File: src/rtl/window_pos_gen.sv
// Window position generator: for each scale command, walks every legal window origin
// in raster order and emits one (x, y, scale) beat per window over valid/ready.
module window_pos_gen #(
  parameter int unsigned IMG_WIDTH  = 45,
  parameter int unsigned IMG_HEIGHT = 45,
  parameter int unsigned WIN_SIZE   = 24,
  parameter int unsigned X_STEP     = 1,
  parameter int unsigned Y_STEP     = 1,
  localparam int unsigned W_X = $clog2(IMG_WIDTH),
  localparam int unsigned W_Y = $clog2(IMG_HEIGHT)
) (
  input  logic           clk,
  input  logic           rst,
  input  logic           cmd_valid,
  output logic           cmd_ready,
  input  logic [7:0]     cmd_scale,
  input  logic [W_X:0]   cmd_width,
  input  logic [W_Y:0]   cmd_height,
  input  logic           cmd_last,
  output logic           window_pos_valid,
  input  logic           window_pos_ready,
  output logic           window_pos_eot,
  output logic [7:0]     window_pos_scale,
  output logic [W_X-1:0] window_pos_x,
  output logic [W_Y-1:0] window_pos_y,
  output logic           busy
);

  localparam logic [W_X:0] XStepW = (W_X + 1)'(X_STEP);
  localparam logic [W_Y:0] YStepW = (W_Y + 1)'(Y_STEP);
  localparam logic [W_X:0] WinW   = (W_X + 1)'(WIN_SIZE);
  localparam logic [W_Y:0] WinH   = (W_Y + 1)'(WIN_SIZE);

  typedef enum logic [0:0] {StIdle, StScan} state_e;

  state_e         state_q, state_d;
  logic [W_X-1:0] x_q, x_d;
  logic [W_Y-1:0] y_q, y_d;
  logic [W_X:0]   x_max_q, x_max_d;
  logic [W_Y:0]   y_max_q, y_max_d;
  logic [7:0]     scale_q, scale_d;
  logic           last_q, last_d;

  logic [W_X:0]   x_sum;
  logic [W_Y:0]   y_sum;
  logic           last_x, last_y;
  logic           degenerate;

  // Sums are one bit wider than the coordinates so the end-of-row test never wraps.
  assign x_sum      = {1'b0, x_q} + XStepW;
  assign y_sum      = {1'b0, y_q} + YStepW;
  assign last_x     = (x_sum > x_max_q);
  assign last_y     = (y_sum > y_max_q);
  assign degenerate = (cmd_width < WinW) || (cmd_height < WinH);

  always_comb begin
    state_d = state_q;
    x_d     = x_q;
    y_d     = y_q;
    x_max_d = x_max_q;
    y_max_d = y_max_q;
    scale_d = scale_q;
    last_d  = last_q;

    unique case (state_q)
      StIdle: begin
        if (cmd_valid) begin
          scale_d = cmd_scale;
          last_d  = cmd_last;
          x_d     = '0;
          y_d     = '0;
          if (degenerate) begin
            // A too-small last scale still yields one (0,0) beat so the frame gets its eot.
            x_max_d = '0;
            y_max_d = '0;
            if (cmd_last) begin
              state_d = StScan;
            end
          end else begin
            x_max_d = cmd_width - WinW;
            y_max_d = cmd_height - WinH;
            state_d = StScan;
          end
        end
      end
      StScan: begin
        if (window_pos_ready) begin
          if (!last_x) begin
            x_d = x_sum[W_X-1:0];
          end else if (!last_y) begin
            x_d = '0;
            y_d = y_sum[W_Y-1:0];
          end else begin
            state_d = StIdle;
          end
        end
      end
      default: state_d = StIdle;
    endcase
  end

  always_ff @(posedge clk or negedge rst) begin
    if (!rst) begin
      state_q <= StIdle;
      x_q     <= '0;
      y_q     <= '0;
      x_max_q <= '0;
      y_max_q <= '0;
      scale_q <= '0;
      last_q  <= 1'b0;
    end else begin
      state_q <= state_d;
      x_q     <= x_d;
      y_q     <= y_d;
      x_max_q <= x_max_d;
      y_max_q <= y_max_d;
      scale_q <= scale_d;
      last_q  <= last_d;
    end
  end

  assign cmd_ready        = (state_q == StIdle);
  assign window_pos_valid = (state_q == StScan);
  assign busy             = (state_q == StScan);
  assign window_pos_eot   = (state_q == StScan) & last_q & last_x & last_y;
  assign window_pos_scale = scale_q;
  assign window_pos_x     = x_q;
  assign window_pos_y     = y_q;

endmodule

File: config.mk
export PLATFORM = sky130hd
export DESIGN_NAME = window_pos_gen
export DESIGN_NICKNAME = d
export VERILOG_FILES = /design/src/rtl/window_pos_gen.sv
export SDC_FILE = /design/constraint.sdc
export NUM_CORES = 1
export LEC_CHECK = 0
export CORE_ASPECT_RATIO = 1.1
export CORE_MARGIN = 3
export CORE_UTILIZATION = 51
export CTS_BUF_LIST = sky130_fd_sc_hd__clkbuf_4
export DETAILED_ROUTE_END_ITERATION = 12
export GPL_TIMING_DRIVEN = 0
export PLACE_DENSITY = 0.82
export SLEW_MARGIN = 20
export SYNTH_ARGS = -nofsm -noshare
export SYNTH_HDL_FRONTEND = slang
export SYNTH_SLANG_ARGS = --single-unit
export TNS_END_PERCENT = 1
File: constraint.sdc
create_clock -name clk -period 2.5 [get_ports clk]
set_input_delay 0.25 -clock clk [delete_from_list [all_inputs] [get_ports clk]]
set_output_delay 0.25 -clock clk [all_outputs]
set_load 0.02 [all_outputs]
# After elaboration in Yosys (flattened, before gate mapping)

Cells that the tools add are included.

Word-level logic and storage cells: 46
Bits in latches: 0
Register bits: 36
Memories kept: 0
ROM bits: 0
Memory bits (writable): 0
Output and inout port bits: 24

Divide/modulo/power cells: 0
Eq/ne operators: 5
Bitwise logic cells: 4
Order comparisons: 4
Shift-type cells: 0
Reduce and logical (&&, ||, !) cells: 4
Multiply operators: 0
Add/subtract/negate cells: 4
Multiplexer cells: 18

Operators by type and width:

| kind                                                   | number |
|---|---|
| 2-to-1 mux 6 bit                                       | 7 |
| one-hot mux 6 bit (2 select lines)                     | 2 |
| adder 6 x 1 -> 7 bit (second input constant)           | 2 |
| > comparator 7 bit                                     | 2 |
| < comparator 7 x 5 -> 1 bit (second input constant)    | 2 |
| 2-to-1 mux 7 bit                                       | 2 |
| subtractor 7 x 5 -> 7 bit (second input constant)      | 2 |
| 2-to-1 mux 1 bit                                       | 6 |
| inequality test 2 bit (second input constant)          | 3 |
| AND reduction 4 bit                                    | 1 |
| AND 1 bit                                              | 3 |
| inequality test 3 bit (second input constant)          | 1 |
| AND reduction 3 bit                                    | 1 |
| inequality test 2 x 1 -> 1 bit (second input constant) | 1 |
| one-hot mux 1 bit (2 select lines)                     | 1 |
| AND reduction 2 bit                                    | 1 |
| logical OR 1 bit                                       | 1 |
| NOT 1 bit                                              | 1 |

# Longest topological paths before layout

Depth after elaboration: 6
Gate-level depth with buffers: 10
Depth with buffers taken out: 9

# Worst setup path after synthesis

No wires, ideal clock.

Path type: register -> output
Start point: register y_q[0], in the netlist window_pos_y[0]
End point: output port window_pos_eot
Path slack: -0.152 ns
Arrival: 2.402 ns
Cell stages (with the launch flop): 10
Cell sequence: dfrtp_1 -> ha_1 -> nand3_1 -> xnor2_1 -> ha_1 -> nand4_1 -> a21oi_1 -> o22ai_2 -> buf_6 -> nor3_1

Longest elaborated chain between the ends: 3

RTL lines:

| element                | line | text |
|---|---|---|
| start, declared        | 38   | `logic [W_Y-1:0] y_q, y_d;` |
| start signal, assigned | 114  | `y_q <= y_d;` |
| adder 6 x 1 -> 7 bit   | 51   | `assign y_sum = {1'b0, y_q} + YStepW;` |
| > comparator 7 bit     | 53   | `assign last_y = (y_sum > y_max_q);` |
| AND 1 bit              | 125  | `assign window_pos_eot = (state_q == StScan) & last_q & last_x & last_y;` |
| end, declared          | 22   | `output logic window_pos_eot,` |

Every way passes these cells.

# Worst setup path in the final report

Same ends and word-level chain as after synthesis.

==> summary.md <==
| Metric | Value |
|---|---|
| Crit share post-route | `105%` |
| Rows | `23` |
| Count of final setup violators | `1` |
| Synth Area in Adders | `10.6%` |
| Area of the mapped netlist | `between 2000 and 2500 sq um` |
| Hold WC Path Type | `in2async` |
| Cells on worst reg2reg path | `12` |
| Cell area power density | `about 1300 nW/um^2` |
| FF-to-FF End | `window_pos_y[1]` |
| Most used cell, CP | `buf_6` |
| Startpoint types | `flop` |
| CP cell instances | `buf_6, nand3_4, nor2_4, xor2_2, ha_1, nand4_1, buf_4, o22ai_2, buf_6, nor3_4, buf_6` |
| Worst slew pin tran | `a little over 0.5 ns` |
| Drt first pass iters | `5` |
| Vias in the first global route | `roughly 2000` |
| Slowest-stage cell, CP | `dfrtp_2` |
| Power Total | `about 4.1 mW` |
| Static leakage | `around 1.4 nW` |
| Post-synthesis mux area share | `1.00%` |
| Family with the most delay on the worst path | `buffers and inverters` |
| Dominant synthesized flop cell | `dfrtp_1` |
| Vias | `1990` |
| Max Root-Sink Buffers | `2` |
| Iter 0 DRT Violations | `220` |
| Worst setup path startpoint | `window_pos_y[0]` |
| Hold slack final | `about 0.38 ns` |
| Top cells by count, synth | `nand2_1, dfrtp_1, ha_1` |
| Fin. Hold Viols | `0` |
| Final-layout fill cell count | `227` |
| Share of flip-flops with an asynchronous set or reset | `between 90% and 100%` |
| Post-detailed-route wirelength per cell | `~16 um` |
| Maxcap violations | `0` |
| RSZ-0062 raised after global routing | `true` |
| Synth unique cells | `43` |
| N_diodes | `0` |
| Top cells by area, synth | `dfrtp_1, ha_1, nand2_1, a21oi_1, xnor2_1` |
| Yosys top cell by area | `dfrtp_1` |
| Failing checks | `setup timing` |
| GPL Wtd Cong | `approximately 0.87` |
| Outcome | `finished with violations` |
| Dpl ws | `-0.516 ns` |
| Global Route Usage Sum | `roughly 25%` |
| Syn_area_per_cell | `~9.4 sq um` |
| CTS Buf Count | `5` |
| Clk slew on worst S/H paths | `roughly 0.11 ns` |
| Worst Path Buf+Inv | `4` |
| Relative slew slack | `between 60 and 70%` |
| EDFF count, synth | `0` |
| Antenna Nets Post-Route | `0` |
| Port buffer count | `50` |
| Post-route worst setup slack | `-0.119 ns` |
| Net Count, Synth | `270` |
| TritonCTS clock tree | `built` |
| Largest net degree at the start of global routing | `21` |
| Share of cells above drive strength 1 | `a little over a fifth` |
| Synth Instances | `~230` |
| Worst reg2reg startpoint | `window_pos_y[0]` |
| Post-route DRC | `0` |
| CP max stage delay | `roughly 0.46 ns` |
| Synth Area in XOR/XNOR | `4.96%` |
| Clk_skew | `around 0.0046 ns` |
| Post-Route WL | `approximately 5.6 mm` |
| Yosys warning total | `0` |
| Fmax | `about 380 MHz` |
| First-pass GRT wire length | `approximately 9.5 mm` |
| Die span in y | `between 70 and 80 um` |
| Skew-Pair Late Insertion Delay | `0.34 ns` |
| Antenna violations before repair | `0` |
| Number of I/O pins | `around 50` |
| Clock Sinks | `36` |
| CTS Root Cell | `clkbuf_4` |
| Max FO, Critical Path | `3` |
| WP data arrival | `~2.4 ns` |
| Via density | `around 5.6` |
| Compound-Gate Fraction of Synth Area | `around 17%` |
| Chip width | `a little under 70 um` |
| Fin nets | `around 350` |
| Most numerous cell in the Yosys netlist | `nand2_1` |
| Largest family of logic cells by synthesized area | `simple AND/OR/NAND/NOR gates` |
| Post-synth top area share | `42.5%` |
| Peak supply drop | `about 0.73 mV` |
| Final min period | `around 2.6 ns` |
| Setup CP Type | `reg2out` |
| GRT overflow | `0` |
| Total core area | `3830 sq um` |
| Crit path capture type | `primary output` |
| Simple-gate share of the synthesized area | `about a fifth` |
| H-tree depth | `2` |
| Sequential element share of the synthesized area | `between 40% and 50%` |
| Synth-to-Final Area Change | `45.0%` |
| Initial Util | `between 50 and 60%` |
| Max Slew Vio Count | `0` |
| Reg2reg setup slack | `0.03 ns` |
| Hpwl dp | `approximately 3.8 mm` |
| WP data required | `between 2 and 2.5 ns` |
| #FFs+latches synth | `36` |
| DIE AREA | `~5000 sq um` |
per-stage QoR:
step | TNS [ns] | utilization [%] | area, sq um | std cells
2_1_floorplan | 0 | - | 2120 | 225
3_3_place_gp | -0.488 | 70.2 | 2690 | 325
3_5_place_dp | -0.538 | 70.8 | 2710 | 326
4_1_cts | -0.0572 | 79.2 | 3030 | 351
5_1_grt | -0.621 | 80.3 | 3070 | 353
6_report | -0.119 | 80.3 | 3070 | 353
kinds of logic after synthesis:
group                    count (synthesis)
AO/OA/AOI/OAI                           51
XOR/XNOR                                12
adder cells (fa/ha/maj)                 18
buffers and inverters                   22
flip-flops                              36
multiplexers                             2
AND/OR/NAND/NOR                         84
state kept, by name (all words and copies together) (netlist names):
| signal | count |
|---|---|
| window_pos_y | 6 |
| window_pos_x | 6 |
| last_q | 1 |
| x_max_q | 7 |
| window_pos_scale | 8 |
| busy | 1 |
| y_max_q | 7 |
routing by layer:
layer | wire (um) | vias to the layer above | track usage [%]
li1 | - | 947 | -
met1 | 2290 | 924 | 31.5
met2 | 2790 | 109 | 41.7
met3 | 451 | 10 | 7.49
met4 | 72 | 0 | 9.01
met5 | 0 | - | 0
worst max path at each step:
stage / slack (ns) / depth (start not counted) / endpoint
after global placement: -0.49 / 10 / window_pos_eot
after global routing: -0.24 / 11 / window_pos_eot
after detailed placement: -0.52 / 10 / window_pos_eot
after CTS: -0.06 / 11 / window_pos_eot
final: -0.12 / 11 / window_pos_eot
after floorplan: 0.02 / 9 / window_pos_eot
layout by cell type (no fill, tap or decap), types with 5 or more instances in the layout:
master           instances
clkdlybuf4s50_1         48
nand2_1                 46
dfrtp_1                 29
ha_1                    16
buf_4                   16
inv_1                   13
a21oi_1                 12
o21ai_0                  9
nor2_1                   7
dfrtp_2                  7
buf_6                    6
o22ai_1                  6
clkbuf_4                 6
xnor2_1                  5
xor2_1                   5
a22o_1                   5
timing repair:
action | CTS | global route
pin swaps | 10 | 4
endpoints found under the hold margin | 16 | 0
endpoints found under the setup margin | 5 | 13
hold buffers | 1 | 0
resized for setup | 28 | 9
buffers inserted | 16 | 2
power by group:
part	total [mW]	switching [mW]	internal, mW	leakage [nW]
combinational	2.70	1.40	1.31	0.875
clock	0.422	0.201	0.221	0.0456
sequential	1.01	0.176	0.834	0.447
total	4.13	1.77	2.36	1.37
area by class of cell:
class | instances | area (sq um) | share of cell area, %
Multi-Input combinational cell | 167 | 1240 | 40.3
Inverter | 15 | 56.3 | 1.83
Timing Repair Buffer | 70 | 681 | 22.1
Buffer | 7 | 45.0 | 1.47
Clock buffer | 6 | 45.0 | 1.47
Tap cell | 50 | 62.6 | 2.04
Sequential cell | 36 | 910 | 29.6
Clock inverter | 2 | 35.0 | 1.14
(Power assumes the default switching activity.)
